===== src/rtl/lsu_subword.sv =====
// rtl/lsu_subword.sv - sub-word load/store unit between a core and a full-width memory port
// Aligns, lane-replicates and byte-enables stores; extracts and sign/zero-extends loads.
module lsu_subword #(
   parameter int DWIDTH   = 32,
   parameter int AWIDTH   = 32,
   parameter int MAX_WAIT = 15
) (
   input  logic              clk,
   input  logic              rst,
   input  logic              req_valid,
   output logic              req_ready,
   input  logic              req_we,
   input  logic [1:0]        req_size,
   input  logic              req_unsigned,
   input  logic [AWIDTH-1:0] req_addr,
   input  logic [DWIDTH-1:0] req_wdata,
   output logic              resp_valid,
   output logic [DWIDTH-1:0] resp_rdata,
   output logic [1:0]        resp_err,
   output logic              mem_valid,
   input  logic              mem_ready,
   output logic              mem_we,
   output logic [AWIDTH-1:0] mem_addr,
   output logic [DWIDTH/8-1:0] mem_be,
   output logic [DWIDTH-1:0] mem_wdata,
   input  logic              mem_rvalid,
   input  logic [DWIDTH-1:0] mem_rdata
);

   localparam int NB = DWIDTH / 8;
   localparam int OW = $clog2(NB);

   localparam logic [1:0] ERR_OK   = 2'd0;
   localparam logic [1:0] ERR_MIS  = 2'd1;
   localparam logic [1:0] ERR_TOUT = 2'd2;
   localparam logic [1:0] ERR_SIZE = 2'd3;

   typedef enum logic [1:0] {IDLE, REQ, WAIT, RESP} state_t;

   state_t          state;
   logic            r_we;
   logic [1:0]      r_size;
   logic            r_unsigned;
   logic [OW-1:0]   r_off;
   logic [7:0]      wait_cnt;

   logic              illegal;
   logic              misaligned;
   logic [2:0]        amask;
   logic [NB-1:0]     be_base;
   logic [NB-1:0]     be_new;
   logic [DWIDTH-1:0] wdata_new;
   logic [AWIDTH-1:0] addr_new;
   int                nbytes;

   // Decode of the incoming request; only consumed on the accept cycle.
   always_comb begin
      illegal = (req_size == 2'd3) && (DWIDTH == 32);
      amask = 3'd0;
      be_base = '0;
      case (req_size)
         2'd0: begin amask = 3'd0; be_base[0] = 1'b1; end
         2'd1: begin amask = 3'd1; be_base[1:0] = 2'b11; end
         2'd2: begin amask = 3'd3; be_base[3:0] = 4'hF; end
         default: begin amask = 3'd7; be_base = '1; end
      endcase
      misaligned = |(req_addr[2:0] & amask);
      be_new = be_base << req_addr[OW-1:0];
      addr_new = req_addr;
      addr_new[OW-1:0] = '0;
      nbytes = 1 << req_size;
      wdata_new = '0;
      for (int i = 0; i < NB; i++) begin
         wdata_new[i*8 +: 8] = req_wdata[(i % nbytes)*8 +: 8];
      end
   end

   logic [DWIDTH-1:0] shifted;
   logic [DWIDTH-1:0] ext;
   logic              sbit;
   logic              fill;
   int                nbits;

   // Load extraction: bring the addressed lane down to bit 0, then extend.
   always_comb begin
      shifted = mem_rdata >> {r_off, 3'b000};
      nbits = 8 << r_size;
      case (r_size)
         2'd0:    sbit = shifted[7];
         2'd1:    sbit = shifted[15];
         2'd2:    sbit = shifted[31];
         default: sbit = shifted[DWIDTH-1];
      endcase
      fill = sbit & ~r_unsigned;
      ext = '0;
      for (int i = 0; i < DWIDTH; i++) begin
         ext[i] = (i < nbits) ? shifted[i] : fill;
      end
   end

   always_ff @(posedge clk) begin
      if (rst) begin
         state      <= IDLE;
         r_we       <= 1'b0;
         r_size     <= 2'd0;
         r_unsigned <= 1'b0;
         r_off      <= '0;
         wait_cnt   <= 8'd0;
         req_ready  <= 1'b1;
         resp_valid <= 1'b0;
         resp_rdata <= '0;
         resp_err   <= ERR_OK;
         mem_valid  <= 1'b0;
         mem_we     <= 1'b0;
         mem_addr   <= '0;
         mem_be     <= '0;
         mem_wdata  <= '0;
      end else begin
         case (state)
            IDLE: begin
               if (req_valid) begin
                  r_we       <= req_we;
                  r_size     <= req_size;
                  r_unsigned <= req_unsigned;
                  r_off      <= req_addr[OW-1:0];
                  req_ready  <= 1'b0;
                  if (illegal) begin
                     state      <= RESP;
                     resp_valid <= 1'b1;
                     resp_err   <= ERR_SIZE;
                  end else if (misaligned) begin
                     state      <= RESP;
                     resp_valid <= 1'b1;
                     resp_err   <= ERR_MIS;
                  end else begin
                     state     <= REQ;
                     mem_valid <= 1'b1;
                     mem_we    <= req_we;
                     mem_addr  <= addr_new;
                     mem_be    <= be_new;
                     mem_wdata <= wdata_new;
                  end
               end
            end
            REQ: begin
               // mem_rvalid is deliberately not looked at here, even alongside the grant.
               if (mem_ready) begin
                  mem_valid <= 1'b0;
                  mem_we    <= 1'b0;
                  mem_addr  <= '0;
                  mem_be    <= '0;
                  mem_wdata <= '0;
                  if (r_we) begin
                     state      <= RESP;
                     resp_valid <= 1'b1;
                     resp_err   <= ERR_OK;
                     resp_rdata <= '0;
                  end else begin
                     state    <= WAIT;
                     wait_cnt <= 8'd0;
                  end
               end
            end
            WAIT: begin
               if (mem_rvalid) begin
                  state      <= RESP;
                  resp_valid <= 1'b1;
                  resp_err   <= ERR_OK;
                  resp_rdata <= ext;
               end else if (wait_cnt == 8'(MAX_WAIT - 1)) begin
                  state      <= RESP;
                  resp_valid <= 1'b1;
                  resp_err   <= ERR_TOUT;
                  resp_rdata <= '0;
               end else begin
                  wait_cnt <= wait_cnt + 8'd1;
               end
            end
            default: begin
               state      <= IDLE;
               resp_valid <= 1'b0;
               resp_err   <= ERR_OK;
               resp_rdata <= '0;
               req_ready  <= 1'b1;
            end
         endcase
      end
   end

endmodule


===== config.mk =====
export PLATFORM = sky130hd
export DESIGN_NAME = lsu_subword
export DESIGN_NICKNAME = d
export VERILOG_FILES = /design/src/rtl/lsu_subword.sv
export SDC_FILE = /design/constraint.sdc
export NUM_CORES = 1
export LEC_CHECK = 0
export BUFFER_PORTS_ARGS = -buffer_cell sky130_fd_sc_hd__buf_2
export CAP_MARGIN = 20
export CORE_MARGIN = 5
export CORE_UTILIZATION = 30
export DETAILED_ROUTE_END_ITERATION = 12
export GPL_ROUTABILITY_DRIVEN = 0
export GPL_TIMING_DRIVEN = 0
export SYNTH_ARGS = -nofsm -noshare
export SYNTH_HDL_FRONTEND = slang
export SYNTH_SLANG_ARGS = --single-unit

===== constraint.sdc =====
create_clock -name clk -period 7.6 [get_ports clk]
set_input_delay 1.52 -clock clk [delete_from_list [all_inputs] [get_ports clk]]
set_output_delay 1.52 -clock clk [all_outputs]
set_load 0.03 [all_outputs]

==> results.yml, run 1 <==
status:
  status: "finished clean"
floorplan:
  die_height_um: 158
  die_width_um: 158
  initial_utilization_pct: 30.2
  ioPinCount: 211
  rows: 54
  dieArea_sq_um: 24900
  coreArea_sq_um: 21700
clocking:
  root_buffer: "clkbuf_16"
  htree_levels: 4
  post_cts_buffers: 0
  clkTransAtPathRegs_ns: 0.07
  cts_made_buffers: 17
  cts_tree: "yes"
  clkLatencyLatePin_ns: 0.42
  cts_sinks: 120
  cts_resized: 0
  hold_buffers: 0
  cts_buffer_depth: 2
setup_path:
  reg2regPathDepth: 7
  reg2reg_from: "state[1]"
  startpoint_type: "primary input"
  rrSetupSlack_ns: 4.90
  crit_type: "primary input to flop"
  timing.rr.end: "mem_wdata[31]"
  cp.arrival_ns: 4.94
  cp_max_fo: 10
  cp-end-kind: "flop"
  crit_required_ns: 7.87
place:
  dpl.cell_count: 1263
  place_area_sq_um: 7940
  pre_cts_ws_ns: 2.62
  hpwl_um: 17500
  port_buffers: 207
finish:
  design_area_sq_um: 8510
  layout.cells.non_filler: 1295
  diodes: 0
  nFillCells: 2267
  synthToLayoutAreaGrowth_pct: 29.9
  final_nets: 1126
  drive_gt1_share_pct: 28.8
  final_util_pct: 39.2
timing:
  worst_pin_slew_ns: 1.12
  setup_viol: 0
  skew_ns: 0.0161
  relSlewSlack_pct: 24.3
  fin_crit_sh_pct: 61.5
  clock.fmax_mhz: 214
  period_needed_ns: 4.67
  setup_ws_ns: 2.93
  rsz0062_at_grt: "false"
  hold_viol_final: 0
  finalSetupTns_ns: 0
  hold_ws_ns: 0.445
  drv_slew: 0
routing:
  drtAntennaViolNets: 0
  routed.top_layer: "met5"
  wire_per_inst_um: 17.4
  first_pass_iters: 5
  wl_met2_um: 10500
  vias_per_cell: 5.13
  wl_met1_um: 9850
  drt-initial-drc-count: 348
  routed-via-count: 6641
  wl_um: 22600
  wl_met3_um: 1930
  drc: 0
global_routing:
  antenna_found_initial: 2
  grt_pass1_vias: 6609
  grt_use_total_pct: 17.8
  grt-ovfl-total: 0
  grt_max_degree: 17
  grt_pass1_wl_um: 35100
yosys:
  yosys_most_used_dff: "dfxtp_1"
  yosys.area.top_type: "dfxtp_1"
  synth_edf_count: 0
  synth-seq-area-share_pct: 36.7
  synth_area_sq_um: 6550
  syn_avg_cell_area_sq_um: 8.45
  synthesis.instances: 775
  synth_top_area_share_pct: 36.7
  async_flop_share_pct: 0
  ys_ff_latch: 120
  yosysUniqueCellTypes: 63
  yosysWarnings: 0
  ys_top_cells_by_area: "dfxtp_1, nand2_1, a21oi_1, mux2i_1, o21ai_0"
min_path:
  hold_end: "mem_wdata[23]"
  hold_depth: 2
  min_from: "mem_wdata[23]"
  hp-class: "flop to flop"
run:
  maxCapViolCount: 0
power_and_ir_drop:
  power_mw: 2.49
  p_per_area_nw_per_um2: 293
  leakage_nw: 3.59
  ir_drop_mv: 0.159
[power by group]
group	switching, mW	leakage [nW]	internal (mW)
Clock	0.336	0.279	0.459
Combinational	0.632	2.34	0.312
Sequential	0.0435	0.973	0.709
Total	1.01	3.59	1.48
[routing by layer]
metal  global-route usage [%]  vias to the layer above
met5                        0                        -
met4                     4.34                        4
met3                     6.01                       25
met2                     29.3                      258
met1                     22.4                     3104
li1                         -                     3250
[layout by cell type, fill, tap and decap left out, types with 10 or more instances in the layout]
cell / n
buf_2: 215
nand2_1: 114
a22o_1: 17
inv_1: 15
mux2i_1: 35
a22oi_1: 22
nor2_1: 60
mux4_2: 10
ha_1: 19
o2111ai_1: 10
nand3b_1: 31
clkbuf_1: 39
clkbuf_16: 17
dfxtp_1: 120
mux2_2: 21
o21ai_0: 51
a21oi_1: 85
[worst max path at each step]
stage | startpoint | to | slack [ns] | depth (start not counted)
global placement | req_size[0] | mem_wdata[2] | 2.65 | 12
floorplan | req_size[0] | mem_wdata[0] | 3.44 | 11
global route | req_size[0] | mem_wdata[1] | 2.68 | 12
detailed placement | req_size[0] | mem_wdata[1] | 2.62 | 12
finish | req_size[1] | mem_wdata[1] | 2.93 | 11
CTS | req_size[0] | mem_wdata[1] | 3.00 | 12
[registers in the layout, indices dropped and copies added (netlist names), 2 cells and up]
| signal | flops |
|---|---|
| r_size | 2 |
| mem_wdata | 32 |
| mem_addr | 30 |
| mem_be | 4 |
| state | 2 |
| r_off | 2 |
| wait_cnt | 8 |
| resp_rdata | 32 |
| resp_err | 2 |
[synthesized netlist by cell type (6+ instances only)]
library cell / n
dfxtp_1: 120
buf_2: 8
mux2i_1: 35
and2_1: 7
xor2_1: 6
a21oi_1: 85
o22ai_1: 7
nor2_1: 60
o21ai_0: 51
nand3b_1: 31
o2111ai_1: 10
a22oi_1: 22
mux2_2: 21
buf_1: 6
ha_1: 19
nor3_1: 8
nand2_1: 114
nand2b_1: 9
a22o_1: 17
clkbuf_1: 38
inv_1: 15
mux4_2: 10
nor2b_1: 7
[kinds of logic (layout without fill, tap and decap cells)]
kind of cell             count (synthesis)  after routing  synth area share [%]
multiplexers                            66             66                  12.4
other                                    1              2                0.0572
adder cells (fa/ha/maj)                 19             19                  3.63
AND/OR/NAND/NOR                        261            261                  19.2
buffers and inverters                   73            312                  4.74
XOR/XNOR                                 6              6                 0.802
AO/OA/AOI/OAI                          229            229                  22.6
flip-flops                             120            120                  36.7
[critical path: stages]
cell,delay [ns]
buf_2,0.16
inv_1,0.13
ha_1,0.27
buf_1,0.55
inv_1,0.18
ha_1,0.33
clkbuf_1,0.19
a41oi_1,0.88
mux2_2,0.44
a22oi_1,0.18
o21ai_0,0.13
[final cells by class]
class	instances	area (sq um)	share of cell area, %
clock buffers	18	429	5.04
flip-flops and latches	120	2400	28.2
plain buffers	57	250	2.94
repair buffers	207	1040	12.2
clock inverters	14	140	1.65
inverters	16	60.1	0.706
multi-input cells	583	3840	45.2
well taps	280	350	4.12
(Power assumes the default switching activity.)
==> run 2, diff against run 1 <==
==> constraint.sdc (replaced) <==
create_clock -name clk -period 3.8 [get_ports clk]
set_input_delay 0.76 -clock clk [delete_from_list [all_inputs] [get_ports clk]]
set_output_delay 0.76 -clock clk [all_outputs]
set_load 0.03 [all_outputs]
==> results.yml, run 2 (synthesized netlist as in run 1, its figures left out) <==
status:
  status: "finished clean"
setup_path:
  cp.arrival_ns: 3.82
  cp-end-kind: "flop"
  startpoint_type: "primary input"
  crit_type: "primary input to flop"
  worstPathCellList: "buf_2 > inv_1 > ha_1 > buf_2 > clkinvlp_4 > buf_2 > ha_1 > clkbuf_1 > a41oi_2 > mux2_2 > a22oi_1 > o21ai_0"
  worst_path_most_repeated_cell: "buf_2"
  crit_required_ns: 4.07
  cpMaxStageDelayCell: "a41oi_2"
  critPathLaunch: "req_size[0]"
  reg2reg_from: "state[0]"
  slowest_delay_ns: 0.58
  cp_max_fo: 11
floorplan:
  die_height_um: 158
  rows: 54
  dieArea_sq_um: 24900
  coreArea_sq_um: 21700
  die_width_um: 158
  ioPinCount: 211
  initial_utilization_pct: 30.2
timing:
  skew_ns: 0.0157
  relSlewSlack_pct: 49.4
  drv_slew: 0
  period_needed_ns: 3.55
  hold_viol_final: 0
  clock.fmax_mhz: 282
  finalSetupTns_ns: 0
  rsz0062_at_grt: "true"
  hold_ws_ns: 0.445
  fin_crit_sh_pct: 93.4
  worst_pin_slew_ns: 0.751
  setup_viol: 0
finish:
  final_nets: 1127
  mostFrequentLayoutCells: "buf_2, dfxtp_1, nand2_1"
  diodes: 0
  multi_input_area_sq_um: 3870
  synthToLayoutAreaGrowth_pct: 30.6
  nFillCells: 2263
  mostFrequentLayoutCell: "buf_2"
  design_area_sq_um: 8550
  largestRegisters: "mem_wdata (32), resp_rdata (32), mem_addr (30)"
  drive_gt1_share_pct: 29.3
  regArea_sq_um: 2400
global_routing:
  grt-ovfl-total: 0
  grt_max_degree: 17
  grt_pass1_vias: 6610
  top_usage_layer: "met2"
  antenna_found_initial: 2
  grt_use_total_pct: 17.8
  grt_pass1_wl_um: 35100
  met3_usage_pct: 6.01
  grtUsageMet1_pct: 22.4
  use_met2_pct: 29.3
routing:
  drt-initial-drc-count: 381
  vias_per_cell: 5.13
  first_pass_iters: 5
  routed-via-count: 6646
  drtAntennaViolNets: 0
  wire_per_inst_um: 17.5
  wl_um: 22600
  drc: 0
clocking:
  clkTransAtPathRegs_ns: 0.07
  cts_sinks: 120
  cts_tree: "yes"
  root_buffer: "clkbuf_16"
  cts_made_buffers: 17
  hold_buffers: 0
  htree_levels: 4
  clkLatencyLatePin_ns: 0.42
  cts_buffer_depth: 2
power_and_ir_drop:
  leakage_nw: 3.59
  p_per_area_nw_per_um2: 583
  ir_drop_mv: 0.316
min_path:
  min_from: "mem_wdata[23]"
  hp-class: "flop to flop"
place:
  hpwl_um: 17500
  place_area_sq_um: 7940
  port_buffers: 207
run:
  maxCapViolCount: 0
-- run 2: critical path, delay by kind of cell --
kind	cells	cell delay [ns]
compound gates	3	0.89
buf+inv	6	1.30
mux	1	0.42
fa+ha+maj	2	0.45
-- run 2: area by class of cell --
cell class | instances | area share [%]
flip-flops and latches | 120 | 28.1
multi-input cells | 583 | 45.3
clock inverters | 14 | 1.64
clock buffers | 18 | 5.02
repair buffers | 208 | 12.2
well taps | 280 | 4.10
plain buffers | 57 | 2.94
inverters | 16 | 0.746
-- run 2: path summary, 6_finish.rpt --
| check | slack [ns] | endpoint | cells past startpoint |
|---|---|---|---|
| setup / recovery | 0.25 | mem_wdata[1] | 12 |
| hold / removal | 0.45 | mem_wdata[23] | 2 |
| setup reg to reg | 1.15 | mem_wdata[31] | 9 |
| hold reg to reg | 0.45 | mem_wdata[23] | 2 |
-- run 2: what timing repair did --
action                                  in CTS  in global routing
pin swaps                                    0                  1
buffers inserted                             0                  1
gates resized for setup                      1                  6
endpoints found under the setup margin       2                 30
-- run 2: per-stage QoR --
step	std cells	util (%)	total power [mW]	worst slack, ns
finish	1296	39.4	4.99	0.252
global route	1296	39.4	5.28	-0.0104
CTS	1295	39.3	5.03	0.145
detailed placement	1263	36.6	3.42	-0.424
global placement	1263	36.6	3.41	-0.390
floorplan	776	-	2.83	0.403
-- run 2: per-layer routing --
layer,up-vias,share of wire [%]
met4,4,1.3
met5,-,0.093
li1,3250,-
met3,25,8.6
met1,3117,43
met2,250,47
-- run 2: power breakdown --
group / total, mW / internal (mW) / leakage (nW) / switching (mW)
Clock: 1.59 / 0.918 / 0.279 / 0.674
Sequential: 1.50 / 1.42 / 0.973 / 0.0869
Combinational: 1.89 / 0.626 / 2.34 / 1.27
Total: 4.99 / 2.96 / 3.59 / 2.03
